$ cat src/rtl/instr_fetch_if.sv
// instr_fetch_if
//   Bundles the instruction-memory request/response and the execute-side
//   valid/ready handshake of the fetch stage.
//   master : the fetch stage (drives memory requests and instructions)
//   slave  : the environment (memory + execute + branch unit)
//
//   imem_rd_en / imem_addr   read request and word address
//   imem_data                read data, valid the cycle after a request
//   instr / instr_pc         instruction at FIFO head and its address
//   instr_valid/instr_ready  delivery handshake to execute
//   redirect / redirect_pc   flush and restart fetch at a new address
//   halted                   halt opcode consumed, fetch stopped
interface instr_fetch_if #(
  parameter int PC_WIDTH = 5
);
  logic                imem_rd_en;
  logic [PC_WIDTH-1:0] imem_addr;
  logic [31:0]         imem_data;
  logic [31:0]         instr;
  logic [PC_WIDTH-1:0] instr_pc;
  logic                instr_valid;
  logic                instr_ready;
  logic                redirect;
  logic [PC_WIDTH-1:0] redirect_pc;
  logic                halted;

  modport master (
    output imem_rd_en, imem_addr, instr, instr_pc, instr_valid, halted,
    input  imem_data, instr_ready, redirect, redirect_pc
  );

  modport slave (
    input  imem_rd_en, imem_addr, instr, instr_pc, instr_valid, halted,
    output imem_data, instr_ready, redirect, redirect_pc
  );
endinterface

$ cat src/rtl/instr_fetch.sv
// instr_fetch
//   Fetch stage between a synchronous instruction memory (one-cycle read
//   latency) and the execute datapath. Issues word addresses, pushes each
//   returned word with its address into a small prefetch FIFO and offers
//   the FIFO head to execute over valid/ready. Supports redirect (flush and
//   restart) and stops fetching once the halt opcode 7'b1111111 is fetched.
//
//   clk  rising-edge clock
//   rst  asynchronous active-high reset
//   bus  instr_fetch_if.master: memory request/response, instruction
//        delivery handshake, redirect and halted status
module instr_fetch #(
  parameter int PC_WIDTH = 5,
  parameter int DEPTH    = 4
) (
  input  logic          clk,
  input  logic          rst,
  instr_fetch_if.master bus
);
  localparam int              AW      = $clog2(DEPTH);
  localparam int              CW      = AW + 1;
  localparam logic [6:0]      HALT_OP = 7'b1111111;
  localparam logic [CW:0]     DEPTH_C = (CW+1)'(DEPTH);

  logic [PC_WIDTH-1:0] fetch_pc_q, fetch_pc_d;
  logic [PC_WIDTH-1:0] inflight_pc_q, inflight_pc_d;
  logic                inflight_q, inflight_d;
  logic                stop_q, stop_d;
  logic                halted_q, halted_d;
  logic [CW-1:0]       count_q, count_d;
  logic [AW-1:0]       rd_ptr_q, rd_ptr_d;
  logic [AW-1:0]       wr_ptr_q, wr_ptr_d;

  logic [31:0]         fifo_instr_q [DEPTH];
  logic [PC_WIDTH-1:0] fifo_pc_q    [DEPTH];

  logic                head_valid;
  logic                deq;
  logic                push;
  logic                issue;
  logic [CW:0]         occupancy;
  logic [31:0]         head_instr;
  logic [PC_WIDTH-1:0] head_pc;

  assign head_instr = fifo_instr_q[rd_ptr_q];
  assign head_pc    = fifo_pc_q[rd_ptr_q];

  // Once halted the remaining FIFO contents are hidden from execute.
  assign head_valid = (count_q != '0) && !halted_q;
  assign deq        = head_valid && bus.instr_ready;
  // A response landing in a redirect cycle belongs to the old stream.
  assign push       = inflight_q && !bus.redirect;

  // Space check counts the word that will be popped this cycle and the one
  // still on its way back from memory, so a push always finds a free slot.
  assign occupancy  = {1'b0, count_q} - (CW+1)'(deq) + (CW+1)'(inflight_q);
  assign issue      = !rst && !stop_q && !halted_q && !bus.redirect &&
                      (occupancy < DEPTH_C);

  assign bus.imem_rd_en  = issue;
  assign bus.imem_addr   = fetch_pc_q;
  // Storage is not reset, so gate the head to zero while nothing is valid.
  assign bus.instr       = head_valid ? head_instr : '0;
  assign bus.instr_pc    = head_valid ? head_pc : '0;
  assign bus.instr_valid = head_valid;
  assign bus.halted      = halted_q;

  always_comb begin
    fetch_pc_d    = fetch_pc_q;
    inflight_pc_d = inflight_pc_q;
    inflight_d    = issue;
    stop_d        = stop_q;
    halted_d      = halted_q;
    count_d       = count_q + CW'(push) - CW'(deq);
    rd_ptr_d      = rd_ptr_q + AW'(deq);
    wr_ptr_d      = wr_ptr_q + AW'(push);

    if (issue) begin
      fetch_pc_d    = fetch_pc_q + 1'b1;
      inflight_pc_d = fetch_pc_q;
    end
    if (push && (bus.imem_data[6:0] == HALT_OP)) begin
      stop_d = 1'b1;
    end
    if (deq && (head_instr[6:0] == HALT_OP)) begin
      halted_d = 1'b1;
    end

    if (bus.redirect) begin
      fetch_pc_d = bus.redirect_pc;
      inflight_d = 1'b0;
      stop_d     = 1'b0;
      halted_d   = 1'b0;
      count_d    = '0;
      rd_ptr_d   = '0;
      wr_ptr_d   = '0;
    end
  end

  always_ff @(posedge clk or posedge rst) begin
    if (rst) begin
      fetch_pc_q    <= '0;
      inflight_pc_q <= '0;
      inflight_q    <= 1'b0;
      stop_q        <= 1'b0;
      halted_q      <= 1'b0;
      count_q       <= '0;
      rd_ptr_q      <= '0;
      wr_ptr_q      <= '0;
    end else begin
      fetch_pc_q    <= fetch_pc_d;
      inflight_pc_q <= inflight_pc_d;
      inflight_q    <= inflight_d;
      stop_q        <= stop_d;
      halted_q      <= halted_d;
      count_q       <= count_d;
      rd_ptr_q      <= rd_ptr_d;
      wr_ptr_q      <= wr_ptr_d;
    end
  end

  // FIFO storage: data only, validity is tracked by count/pointers.
  always_ff @(posedge clk) begin
    if (push) begin
      fifo_instr_q[wr_ptr_q] <= bus.imem_data;
      fifo_pc_q[wr_ptr_q]    <= inflight_pc_q;
    end
  end
endmodule

$ cat src/flat_wrapper.sv
// flat-port wrapper written by rule: the top's interface ports become plain ports
module instr_fetch_flat 
#(
  parameter int PC_WIDTH = 5,
  parameter int DEPTH    = 4
)
  (clk, rst, bus_imem_rd_en, bus_imem_addr, bus_instr, bus_instr_pc, bus_instr_valid, bus_halted, bus_imem_data, bus_instr_ready, bus_redirect, bus_redirect_pc);
  instr_fetch_if #(.PC_WIDTH(PC_WIDTH)) bus_i ();
  input  logic clk;
  input  logic rst;
  output wire logic [$bits(bus_i.imem_rd_en)-1:0] bus_imem_rd_en;
  output wire logic [$bits(bus_i.imem_addr)-1:0] bus_imem_addr;
  output wire logic [$bits(bus_i.instr)-1:0] bus_instr;
  output wire logic [$bits(bus_i.instr_pc)-1:0] bus_instr_pc;
  output wire logic [$bits(bus_i.instr_valid)-1:0] bus_instr_valid;
  output wire logic [$bits(bus_i.halted)-1:0] bus_halted;
  input wire logic [$bits(bus_i.imem_data)-1:0] bus_imem_data;
  input wire logic [$bits(bus_i.instr_ready)-1:0] bus_instr_ready;
  input wire logic [$bits(bus_i.redirect)-1:0] bus_redirect;
  input wire logic [$bits(bus_i.redirect_pc)-1:0] bus_redirect_pc;
  assign bus_imem_rd_en = bus_i.imem_rd_en;
  assign bus_imem_addr = bus_i.imem_addr;
  assign bus_instr = bus_i.instr;
  assign bus_instr_pc = bus_i.instr_pc;
  assign bus_instr_valid = bus_i.instr_valid;
  assign bus_halted = bus_i.halted;
  assign bus_i.imem_data = bus_imem_data;
  assign bus_i.instr_ready = bus_instr_ready;
  assign bus_i.redirect = bus_redirect;
  assign bus_i.redirect_pc = bus_redirect_pc;
  instr_fetch #(.PC_WIDTH(PC_WIDTH), .DEPTH(DEPTH)) u_core (.clk(clk), .rst(rst), .bus(bus_i));
endmodule
$ cat config.mk
export PLATFORM = sky130hd
export DESIGN_NAME = instr_fetch_flat
export DESIGN_NICKNAME = d
export VERILOG_FILES = /design/src/rtl/instr_fetch_if.sv /design/src/rtl/instr_fetch.sv /design/src/flat_wrapper.sv
export SDC_FILE = /design/constraint.sdc
export NUM_CORES = 1
export LEC_CHECK = 0
export CORE_MARGIN = 3
export CORE_UTILIZATION = 45
export CTS_CLUSTER_SIZE = 24
export DETAILED_ROUTE_END_ITERATION = 8
export HOLD_SLACK_MARGIN = 0.1
export PLACE_DENSITY = 0.69
export SYNTH_ARGS = -nofsm -noshare
export SYNTH_HDL_FRONTEND = slang
export SYNTH_SLANG_ARGS = --single-unit
$ cat constraint.sdc
create_clock -name clk -period 8.5 [get_ports clk]
set_input_delay 1.7 -clock clk [delete_from_list [all_inputs] [get_ports clk]]
set_output_delay 1.7 -clock clk [all_outputs]
set_load 0.1 [all_outputs]
-- Word level (Yosys, flattened, before mapping)
Memory sizes are Yosys's and may differ from the RTL's.
Index checks and enable logic that the tools add are counted.
- bits in writable memories: 148
- input bits: 41
- flip-flop bits (word level): 20
- memories: 2
- reductions and logical operators: 17
- equal/unequal tests: 2
- add/subtract/negate cells: 7
- $lt $le $gt $ge: 1
- multiplexer cells: 14
- memory list (name ; depth ; bits a word ; read ports ; clocked after Yosys merged registers in ; write ports ; line ; source):
    u_core.fifo_instr_q ; 4 ; 32 ; 1 ; 0 ; 1 ; instr_fetch.sv:34 ; logic [31:0] fifo_instr_q [DEPTH];
    u_core.fifo_pc_q ; 4 ; 5 ; 1 ; 0 ; 1 ; instr_fetch.sv:35 ; logic [PC_WIDTH-1:0] fifo_pc_q [DEPTH];
- operator list (cell ; number):
    32-bit two-way mux ; 1
    5-bit two-way mux ; 3
    7-bit equality test (second input constant) ; 2
    1-bit logical AND ; 9
    1-bit two-way mux ; 7
    2-bit nonzero test ; 3
    5-bit by 1-bit adder with 5-bit output (second input constant) ; 1
    2-bit by 1-bit adder with 2-bit output ; 2
    4-bit by 1-bit adder with 4-bit output ; 1
    1-bit logical NOT ; 4
    4-bit by 3-bit less-than comparator with 1-bit output (second input constant) ; 1
    2-bit two-way mux ; 2
    3-bit by 1-bit subtractor with 4-bit output ; 1
    3-bit by 1-bit adder with 3-bit output ; 1
    3-bit two-way mux ; 1
    3-bit nonzero test ; 1
    3-bit by 1-bit subtractor with 3-bit output ; 1

-- Logic depth before layout (Yosys ltp)
- depth in word-level cells: 9
- mapped depth: 10
- mapped depth without buffers: 9

-- Worst setup path after synthesis
No wires, ideal clock.
- kind: input -> register
- from: in bus_redirect
- to: mem u_core.fifo_instr_q[2][0] (enable)
- stages on the path: 3
- data required time: 8.015 ns
- path slack: 3.298 ns
- buffers on the path: 0
- setup time: 0.485 ns
- arrival time: 4.717 ns
- cells stage by stage: inv_1 -> nand2_1 -> nor3b_1
- longest elaborated chain between the ends: 4
- RTL lines (item ; line ; source):
    from (decl) ; flat_wrapper.sv:19 ; input wire logic [$bits(bus_i.redirect)-1:0] bus_redirect;
    1-bit logical NOT ; instr_fetch.sv:52 ; assign push = inflight_q && !bus.redirect;
    1-bit logical AND ; instr_fetch.sv:52 ;
    1-bit two-way mux ; instr_fetch.sv:124 ; if (push) begin
    1-bit two-way mux (not written as such) ; instr_fetch.sv:125 ; fifo_instr_q[wr_ptr_q] <= bus.imem_data;
    to (decl) ; instr_fetch.sv:34 ;
Every way passes these cells.

-- Worst setup path after layout
- from: in bus_instr_ready
- to: out bus_imem_rd_en
- longest elaborated chain between the ends: 5
- RTL lines (item ; line ; source):
    from (decl) ; flat_wrapper.sv:18 ; input wire logic [$bits(bus_i.instr_ready)-1:0] bus_instr_ready;
    1-bit logical AND ; instr_fetch.sv:50 ; assign deq = head_valid && bus.instr_ready;
    3-bit by 1-bit subtractor with 4-bit output ; instr_fetch.sv:56 ; assign occupancy = {1'b0, count_q} - (CW+1)'(deq) + (CW+1)'(inflight_q);
    4-bit by 1-bit adder with 4-bit output ; instr_fetch.sv:56 ;
    4-bit by 3-bit less-than comparator with 1-bit output ; instr_fetch.sv:58 ; (occupancy < DEPTH_C);
    1-bit logical AND ; instr_fetch.sv:57 ; assign issue = !rst && !stop_q && !halted_q && !bus.redirect &&
    to (decl) ; flat_wrapper.sv:11 ; output wire logic [$bits(bus_i.imem_rd_en)-1:0] bus_imem_rd_en;
Every way passes these cells.

==> impl_metrics.py <==
metrics = {
    "floorplan": {
        "fp.coreArea_um2": 14150,
        "rows": 43,
        "start_util": 0.4706,
        "fp.dieH_um": 127.6,
        "fp.dieArea_um2": 16290,
        "io_pins": 86,
        "die_w_um": 127.6,
    },
    "synth": {
        "ys_warn_count": 0,
        "yosys.cell_types.count": 37,
        "ys_seq_area_frac": 0.7426,
        "synth_top_area_frac": 0.6674,
        "netlist_area_um2": 6659,
        "ys_ff_latch": 168,
        "synth.avg_cell_area_um2": 19.41,
        "synth_top_cells_by_count": "edfxtp_1, and2_1, mux4_2, dfrtp_1, nor2_1",
        "synth_fp_nets": 390,
        "synth_top_flop_cell": "edfxtp_1",
        "async_flop_share": 0.1190,
        "synth_top_cell_by_area": "edfxtp_1",
        "synth-edff-count": 148,
        "yosys-top-cells-area": "edfxtp_1, mux4_2, dfrtp_1",
        "synth_most_common_cell": "edfxtp_1",
        "syn_inst": 343,
    },
    "setup_path": {
        "arrival_ps": 5090,
        "path_delay_family": "buffers and inverters",
        "worst_r2r_endpoint": "u_core.inflight_pc_q[4]$_DFFE_PP0P_",
        "crit_chain": "clkdlybuf4s50_1 > nand2b_4 > or3_1 > ha_1 > a311oi_1 > a211oi_2 > nand2b_1 > inv_4 > clkdlybuf4s50_1",
        "cp-start-kind": "primary input",
        "critical_path.startpoint": "bus_instr_ready",
        "crit_fanout": 9,
        "required_ps": 6800,
        "reg2reg_from": "u_core.bus.halted$_DFFE_PP0P_",
        "max_stage_delay_ps": 1130,
        "crit_path_end": "bus_imem_rd_en",
        "crit_buf_inv": 3,
        "crit_path_end_kind": "output port",
        "rrSetupSlack_ps": 5620,
        "path_depth": 9,
        "cpMostUsedCell": "clkdlybuf4s50_1",
        "rr_worst_depth": 7,
        "critPathKind": "primary input to output port",
        "slowest_stage": "clkdlybuf4s50_1",
    },
    "grt": {
        "antenna_found_initial": 0,
        "grt_pass1_vias": 3658,
        "grt_overflow": 0,
        "grt_use_total": 0.1622,
        "grt_pass1_wl_mm": 19.49,
        "grt_start_max_net_pins": 39,
    },
    "status": {
        "status": "complete, no violations",
    },
    "clock_tree": {
        "clock_path_buffers": 2,
        "cts_tree": "built",
        "worstSkewPairLatency_ps": 410,
        "htreeDepth": 4,
        "post-cts-setup-buffers": 0,
        "clock_sinks": 168,
        "cts_root_buf": "clkbuf_16",
        "hold_buffers": 0,
        "clkTransAtPathRegs_ps": 60,
        "cts_made_buffers": 17,
        "cts_resized": 0,
    },
    "final_layout": {
        "fin_cells": 632,
        "regArea_um2": 4947,
        "antenna_cells": 0,
        "multi_input_area_um2": 1630,
        "n_fill_cell": 1065,
        "fin_util": 0.5886,
        "syn_to_final_growth_pct": 25.07,
        "finalNetCount": 486,
        "drive_above_1_share": 0.1925,
    },
    "min_path": {
        "min_path_type": "register to register",
    },
    "placement": {
        "dp_cells": 600,
        "port_buffers": 85,
        "dpl.hpwl_mm": 7.506,
        "place.gp.congestion": 0.8306,
    },
    "drt": {
        "via_per_inst": 5.421,
        "dr_total_vias": 3426,
        "drc": 0,
        "wl_mm": 12.32,
        "wl_per_cell_um": 19.49,
        "first_pass_iters": 5,
        "ant_nets": 0,
        "drtIter0Drc": 218,
    },
    "sta": {
        "finalHoldViolCount": 0,
        "relSlewSlack": 0.3006,
        "finClkSkew_ps": 4.854,
        "slew_viol_final": 0,
        "rsz0062_at_grt": "no",
        "setup_tns_ps": 0,
        "tightest_slew_ps": 1046,
        "clock.fmax_mhz": 147.3,
        "period_share": 0.7988,
        "timing.final.crit_period_ps": 6789,
        "holdWs_ps": 523.2,
        "setup_viol": 0,
    },
    "flow_run": {
        "drv_cap": 0,
    },
}
## cell type report
class                      count  area share
clock inverter                 7    0.007362
multi-input combinational    151      0.1958
inverter                      10    0.004808
clock buffer                  25     0.06340
tap                          180     0.02704
timing repair buffer          91      0.1076
sequential                   168      0.5940
## stage by stage
stage / worst slack [ps] / cell area (um^2)
after floorplan: 3298 / 6659
after global placement: 1798 / 7739
after detailed placement: 1718 / 7739
after CTS: 1715 / 8328
after global routing: 1597 / 8328
final: 1711 / 8328
## logic make-up (layout without fill, tap and decap cells)
logic type	after synthesis	count (layout)	share of synthesized area
AO/OA/AOI/OAI	14	14	0.01710
flip-flops	168	168	0.7426
adder cells (fa/ha/maj)	6	6	0.01240
AND/OR/NAND/NOR	84	84	0.07140
multiplexers	42	42	0.1342
XOR/XNOR	5	5	0.006578
buffers and inverters	24	133	0.01578
## registers in the layout, indices dropped and copies added, names as in the netlist
name and count:
u_core.bus.halted 1, u_core.bus.imem_addr 5, u_core.count_q 3, u_core.fifo_instr_q 128, u_core.fifo_pc_q 20, u_core.inflight_pc_q 5
u_core.inflight_q 1, u_core.rd_ptr_q 2, u_core.stop_q 1, u_core.wr_ptr_q 2
## how the worst min path moves through the flow
stage | start | to | slack, ps | cells after the start
5_1_grt | u_core.inflight_pc_q[3]$_DFFE_PP0P_ | u_core.fifo_pc_q[0][3]$_DFFE_PP_ | 540 | 0
3_5_place_dp | u_core.inflight_pc_q[3]$_DFFE_PP0P_ | u_core.fifo_pc_q[2][3]$_DFFE_PP_ | 510 | 0
3_3_place_gp | u_core.inflight_pc_q[3]$_DFFE_PP0P_ | u_core.fifo_pc_q[2][3]$_DFFE_PP_ | 490 | 0
2_1_floorplan | u_core.inflight_pc_q[1]$_DFFE_PP0P_ | u_core.fifo_pc_q[0][1]$_DFFE_PP_ | 470 | 0
6_report | u_core.inflight_pc_q[3]$_DFFE_PP0P_ | u_core.fifo_pc_q[3][3]$_DFFE_PP_ | 520 | 0
4_1_cts | u_core.inflight_pc_q[3]$_DFFE_PP0P_ | u_core.fifo_pc_q[2][3]$_DFFE_PP_ | 530 | 0
## cells in the final DEF, fill, tap and decap left out, types with 4 or more instances in the layout
master and count:
clkinv_2 5, inv_1 9, mux4_2 37, nand2_1 5
mux2_2 4, nor2b_1 4, ha_1 5, clkdlybuf4s50_1 85
clkbuf_16 19, edfxtp_1 148, dfrtp_1 18, and2_1 37
buf_4 6, nor2_1 14, nand3_1 4
## per-layer routing
metal  vias to the layer above  wire length (um)  track usage
met3                        21               641      0.04473
li1                       1548                 -            -
met1                      1754              5347       0.2167
met4                         0               273      0.06804
met2                       103              6056       0.2539
met5                         -                 0            0
Power is left out: the tool's default activity adds up to more than one toggle a clock period on the data nets, which glitch-free logic cannot reach.
